==> src/rtl/instruction_fetch_ctrl.sv <==
// rtl/instruction_fetch_ctrl.sv - instruction fetch controller (optional FETCH_ALIGN_CHECK_EN)
module instruction_fetch_ctrl #(
    parameter int                    ADDR_WIDTH = 16,
    parameter int                    DATA_WIDTH = 16,
    parameter logic [ADDR_WIDTH-1:0] RESET_PC   = '0
) (
    input  logic                  clk,
    input  logic                  rst,
    input  logic                  fetch_en,
    output logic [ADDR_WIDTH-1:0] imem_addr,
    input  logic [DATA_WIDTH-1:0] imem_data,
    input  logic                  imem_unvalid,
    input  logic                  redirect_valid,
    input  logic [ADDR_WIDTH-1:0] redirect_addr,
    output logic                  instr_valid,
    input  logic                  instr_ready,
    output logic [DATA_WIDTH-1:0] instr,
    output logic [ADDR_WIDTH-1:0] instr_pc,
    output logic                  fault,
    output logic [ADDR_WIDTH-1:0] fault_addr
);

    typedef enum logic [1:0] {
        IDLE  = 2'd0,
        RUN   = 2'd1,
        FAULT = 2'd2
    } state_t;

    state_t                  state_q, state_d;
    logic [ADDR_WIDTH-1:0]   pc_q, pc_d;
    logic                    instr_valid_q, instr_valid_d;
    logic [DATA_WIDTH-1:0]   instr_q, instr_d;
    logic [ADDR_WIDTH-1:0]   instr_pc_q, instr_pc_d;
    logic                    fault_q, fault_d;
    logic [ADDR_WIDTH-1:0]   fault_addr_q, fault_addr_d;

    logic                    accepted;
    logic                    fetch_ok;
    logic                    misaligned;
    logic [ADDR_WIDTH-1:0]   redirect_target;

    assign imem_addr   = pc_q;
    assign instr_valid = instr_valid_q;
    assign instr       = instr_q;
    assign instr_pc    = instr_pc_q;
    assign fault       = fault_q;
    assign fault_addr  = fault_addr_q;

    // Next-state logic: redirect wins, then fetch/stall/consume per state
    always_comb begin
        state_d         = state_q;
        pc_d            = pc_q;
        instr_valid_d   = instr_valid_q;
        instr_d         = instr_q;
        instr_pc_d      = instr_pc_q;
        fault_d         = fault_q;
        fault_addr_d    = fault_addr_q;

        accepted        = instr_valid_q & instr_ready;
        fetch_ok        = (state_q == RUN) & fetch_en & (~instr_valid_q | instr_ready);
        redirect_target = redirect_addr & ~ADDR_WIDTH'(1);
`ifdef FETCH_ALIGN_CHECK_EN
        misaligned      = redirect_addr[0];
`else
        misaligned      = 1'b0;
`endif

        if (redirect_valid) begin
            // Any held instruction is dropped; nothing is fetched this cycle.
            instr_valid_d = 1'b0;
            if (misaligned) begin
                state_d      = FAULT;
                fault_d      = 1'b1;
                fault_addr_d = redirect_addr;
            end else begin
                pc_d    = redirect_target;
                fault_d = 1'b0;
                state_d = fetch_en ? RUN : IDLE;
            end
        end else begin
            case (state_q)
                IDLE: begin
                    if (accepted) instr_valid_d = 1'b0;
                    if (fetch_en) state_d = RUN;
                end
                RUN: begin
                    if (!fetch_en) begin
                        state_d = IDLE;
                        if (accepted) instr_valid_d = 1'b0;
                    end else if (fetch_ok) begin
                        if (imem_unvalid) begin
                            // pc holds so fault_addr and imem_addr agree.
                            state_d       = FAULT;
                            fault_d       = 1'b1;
                            fault_addr_d  = pc_q;
                            instr_valid_d = 1'b0;
                        end else begin
                            instr_d       = imem_data;
                            instr_pc_d    = pc_q;
                            instr_valid_d = 1'b1;
                            pc_d          = pc_q + ADDR_WIDTH'(2);
                        end
                    end
                end
                FAULT: begin
                    // Only a redirect leaves FAULT.
                end
                default: state_d = IDLE;
            endcase
        end
    end

    // State registers with asynchronous reset
    always_ff @(posedge clk or posedge rst) begin
        if (rst) begin
            state_q       <= IDLE;
            pc_q          <= RESET_PC;
            instr_valid_q <= 1'b0;
            instr_q       <= '0;
            instr_pc_q    <= '0;
            fault_q       <= 1'b0;
            fault_addr_q  <= '0;
        end else begin
            state_q       <= state_d;
            pc_q          <= pc_d;
            instr_valid_q <= instr_valid_d;
            instr_q       <= instr_d;
            instr_pc_q    <= instr_pc_d;
            fault_q       <= fault_d;
            fault_addr_q  <= fault_addr_d;
        end
    end

endmodule

==> config.mk <==
export PLATFORM = sky130hd
export DESIGN_NAME = instruction_fetch_ctrl
export DESIGN_NICKNAME = d
export VERILOG_FILES = /design/src/rtl/instruction_fetch_ctrl.sv
export SDC_FILE = /design/constraint.sdc
export NUM_CORES = 1
export LEC_CHECK = 0
export BUFFER_PORTS_ARGS = -buffer_cell sky130_fd_sc_hd__buf_4
export CORE_MARGIN = 2
export CORE_UTILIZATION = 45
export DETAILED_ROUTE_END_ITERATION = 6
export HOLD_SLACK_MARGIN = 0.05
export PLACE_DENSITY_LB_ADDON = 0.05
export SYNTH_ARGS = -nofsm -noshare
export SYNTH_HDL_FRONTEND = slang
export SYNTH_SLANG_ARGS = --single-unit
==> constraint.sdc <==
create_clock -name clk -period 1.9 [get_ports clk]
set_input_delay 0.095 -clock clk [delete_from_list [all_inputs] [get_ports clk]]
set_output_delay 0.095 -clock clk [all_outputs]
set_load 0.01 [all_outputs]
* Word-level counts from Yosys, hierarchy flattened
Index checks and enable logic that the tools add are counted.
Storage, ports and cells: register bits after elaboration 68, bits in latches 0, memory bits (writable) 0, bits in read-only memories 0, bits of input ports 38, output and inout bits 66, word-level logic and storage cells 57, memories kept 0
Operators by class: add/subtract/negate cells 1, multipliers 0, divide/modulo/power cells 0, order comparisons 0, eq/ne operators 7, shift-type cells 0, mux-type cells 23, bitwise operators 7, reduce and logical (&&, ||, !) cells 12
Operators by type and width (count):
- two-way mux 16 bit | 5
- adder 16 x 2 -> 16 bit (second input constant) | 1
- AND reduction 4 bit | 3
- two-way mux 1 bit | 11
- two-way mux 2 bit | 5
- AND reduction 5 bit | 2
- inequality test 4 bit (second input constant) | 2
- nonzero test 2 bit | 4
- one-hot mux 2 bit (3 select lines) | 1
- bitwise AND 1 bit | 3
- inequality test 3 bit (second input constant) | 1
- NOT 1 bit | 3
- nonzero test 3 bit | 1
- equality test 2 x 1 -> 1 bit (second input constant) | 1
- equality test 2 bit (second input constant) | 1
- zero test 2 bit | 1
- inequality test 2 x 1 -> 1 bit (second input constant) | 1
- inequality test 2 bit (second input constant) | 1
- one-hot mux 1 bit (2 select lines) | 1
- AND reduction 2 bit | 1
- bitwise OR 1 bit | 1

* Logic depth before layout (Yosys ltp)
depth after elaboration 7, gate-level depth with buffers 5, mapped depth without buffers 5

* Worst setup path before layout
Ideal clock, no wire load.
path type register to register, from reg state_q[1], to reg pc_q[11] (netlist: imem_addr[11]), setup time 126 ps, arrival time 1512 ps, data required time 1774 ps, slack 262 ps, cell stages (with the launch flop) 6, buffers on the path 1, period minus slack after synthesis 1638 ps, cell sequence dfrtp_1 > nand4bb_1 > buf_6 > nor4_4 > nand4_1 > a221o_1
On the way: word-level cells in the longest chain between the ends 5, elaborated cells on any way between the ends 6, classes of those cells eq/ne: 1; bitwise: 2; reduce/logical: 3
Ends and longest elaborated chain:
- from (decl) | RTL line 29 | state_t state_q, state_d;
- from (signal assigned) | RTL line 124 | state_q <= state_d;
- equality test 2 x 1 -> 1 bit (*) | RTL line 60, 81
- bitwise AND 1 bit (2 in series) | RTL line 60 | fetch_ok = (state_q == RUN) & fetch_en & (~instr_valid_q | instr_ready);
- nonzero test 2 bit (no line)
- AND reduction 4 bit (no line) (*)
- to (signal assigned) | RTL line 125 | pc_q <= pc_d;
- to (decl) | RTL line 30 | logic [ADDR_WIDTH-1:0] pc_q, pc_d;
Mark *: on every way between the ends. The rest lies on a longest branch, timed or not. A chain may end at the register's enable or synchronous reset.

* Worst setup path after layout
Same ends and word-level chain as after synthesis.

==> metrics.cfg <==
[floorplan]
ioPinCount=104
start_util_pct=46.0
dieWidth_um=84.1
fp-row-count=29
die_h_um=84.1
die-area_um2=7070
core_area_um2=6280

[yosys]
synth_area_um2=2890
yosys.area.top_type=dfrtp_1
ys_ff_latch=65
syn_area_per_cell_um2=12.8
async_flop_share_pct=100
synth-xor-area-share_pct=2.12
syn_inst=226
synth_compound_area_share_pct=3.94
yosys.area_share.simple_pct=12.9
synth.mux.area_fraction_pct=20.4
ys_warn_count=0
synthFlopType=dfrtp_1
synth.area.top_cells=dfrtp_1 56%, mux2_2 18%, nand2_1 2.3%
synth_top_family_by_area=multiplexers
synth_fa_ha_area_share_pct=0.433
post_synth_num_cell_types=38
ys_seq_area_share_pct=56.4
synth_edf_count=0
synth_top_cell_area_share_pct=56.4

[placement]
globalplace.congestion=0.804
dp_hpwl_mm=4.32
portBuffers=99
dp_slack_ns=0.0294

[clock_network]
postCtsSetupBuffers=0
clock-sinks=65
post_cts_resized=0
clock_path_buffers=2
htreeDepth=3
numCtsBuffers=9
cts-root-buf=clkbuf_8
path_clk_slew_ns=0.06
clock_latency_ns=0.34
cts_tree=yes

[route]
drc=0
routedWlPerCell_um=14.7
vias=2230
drt_iter0_drc=88
routed_via_density=4.96
drt_wl_total_mm=6.60
dr.pass1.iters=4
drtAntennaViolNets=0

[global_routing]
met1_usage_pct=25.0
grt.overflow.total=0
grt_use_met2_pct=30.8
met3_usage_pct=6.23
grtUsageTotal_pct=19.7
antenna_found_initial=0
grt_pass1_vias=2272
grt_max_degree=44
top_usage_layer=met2
grt_pass1_wl_mm=10.9

[power_and_ir_drop]
swShare_pct=28.2
switchingPower_mw=1.21
combPwrFrac_pct=29.9
clock_power_share_pct=25.4
p_seq_share_pct=44.7
p_leak_nw=1.95
total_power_mw=4.30
power.density_nw_per_um2=1000
ir_worst_vdd_uv=703
internal-power_mw=3.08

[sta]
fmax_mhz=566
relSlewSlack_pct=59.1
min_period_over_period_pct=93.0
tightest_slew_ns=0.612
finalHoldWorstSlack_ns=0.130
finClkSkew_ns=0.00794
hold_violations=0
fin_crit_ns=1.77
drv_slew=0
rsz0062_at_grt=false
finalSetupTns_ns=0
setup_violations=0
setup_ws_ns=0.134

[setup_path]
worstPathMaxFanout=6
critPathCaptureType=register
cp.arrival_ns=1.98
crit_chain=nand4bb_1, nor4_4, nand4_1, a221o_1
worstSetupStartpointType=register
cp_slowest_stage_delay_ns=0.45
cp.required_ns=2.12
slowest_stage=nor4_4
critical_path_class=reg2reg

[cells_and_area]
final_core_util_pct=68.1
diodes=0
layout-drive-gt1-share_pct=48.3
final_nets=408
nFillCells=499
area_delta_synth_final_pct=48.2

[run_status]
status=finished clean

[hold_path]
hold_class=in2reg

[run]
drv_cap=0

-- worst max-delay path, delay by kind of cell (launching register included) --
| kind | cells | cell delay [ns] |
|---|---|---|
| AOI/OAI and AO/OA | 1 | 0.31 |
| and+or+nand+nor | 3 | 0.91 |
| DFF | 1 | 0.42 |
-- cell families (layout without fill, tap and decap cells) --
family / Yosys count / in the layout
flops: 65 / 65
simple gates: 60 / 60
mux: 53 / 53
compound gates: 20 / 20
buf+inv: 19 / 164
xor+xnor: 7 / 7
fa+ha+maj: 1 / 1
other cells: 1 / 3
-- power by group through the flow --
stage | Sequential, mW | Clock, mW | Combinational [mW]
floorplan | 2.08 | 0 | 0.415
global placement | 1.93 | 0 | 1.23
detailed placement | 1.94 | 0 | 1.24
CTS | 1.92 | 1.12 | 1.30
global route | 1.97 | 1.19 | 1.38
finish | 1.92 | 1.09 | 1.29
-- path summary, 6_finish.rpt --
path | cells past startpoint | start | slack [ns] | end
setup / recovery | 4 | state_q[1]$_DFFE_PP0P_ | 0.13 | imem_addr[11]$_DFFE_PP0P_
hold / removal | 3 | imem_unvalid | 0.13 | state_q[0]$_DFFE_PP0P_
setup reg to reg | 4 | state_q[1]$_DFFE_PP0P_ | 0.13 | imem_addr[11]$_DFFE_PP0P_
hold reg to reg | 1 | fault_addr[1]$_DFFE_PP0P_ | 0.49 | fault_addr[1]$_DFFE_PP0P_
max in group asynchronous | 4 | rst | 1.18 | fault_addr[2]$_DFFE_PP0P_
min in group asynchronous | 4 | rst | 0.33 | instr[0]$_DFFE_PP0P_
-- registers in the layout, summed over array words and instances, names as in the netlist --
name / cells
instr: 16
fault_addr: 15
imem_addr: 15
instr_pc: 15
state_q: 2
fault: 1
instr_valid: 1
-- cell type report --
class / count / area (um^2) / area share, %
Clock inverter: 4 / 45.0 / 1.05
Tap cell: 77 / 96.3 / 2.25
Clock buffer: 11 / 131 / 3.07
Inverter: 4 / 15.0 / 0.351
Timing Repair Buffer: 145 / 1200 / 28.0
Multi-Input combinational cell: 144 / 1170 / 27.3
Sequential cell: 65 / 1630 / 38.0
-- timing repair --
action | 4_1_cts | 5_1_grt
hold buffers | 33 | 0
setup endpoints to repair | 0 | 2
endpoints found under the hold margin | 97 | 0
-- synth_stat cells, types with 3 or more instances --
master	n
dfrtp_1	65
mux2_2	46
nand2_1	18
o21ai_0	10
nand3_1	9
buf_4	7
mux2i_1	6
nor2b_1	6
clkbuf_1	5
nor4_1	5
a21oi_1	4
inv_1	4
nand4_1	4
xnor2_1	4
nor3_1	3
xor2_1	3
-- routing by layer --
metal  vias to the layer above  routed length (um)  part of all wire [%]
met1                      1066                2910                    44
li1                       1077                   -                     -
met3                        15                 370                   5.6
met2                        72                3160                    48
met5                         -                   0                     0
met4                         0                 155                   2.3
-- stage by stage --
step	instances	cell area (um^2)
finish	450	4280
global route	450	4280
CTS	450	4280
detailed placement	402	3770
global placement	402	3770
floorplan	228	2890
-- placed cells by master (no fill, tap or decap), drive strengths merged, types with 2 or more instances in the layout --
cell type and n:
xnor2 4, nor3b 2, nor2b 6, nand2 18, nor2 3, buf 112
clkinv 3, nor3 3, conb 3, xor2 3, mux2i 6, dfrtp 65
o21ai 11, clkbuf 11, a21oi 4, mux2 47, dlygate4sd3 33, nor4 7
a22oi 2, inv 4, nand3 9, nand4 4, nor4b 2
Power figures use the tool's default switching activity.
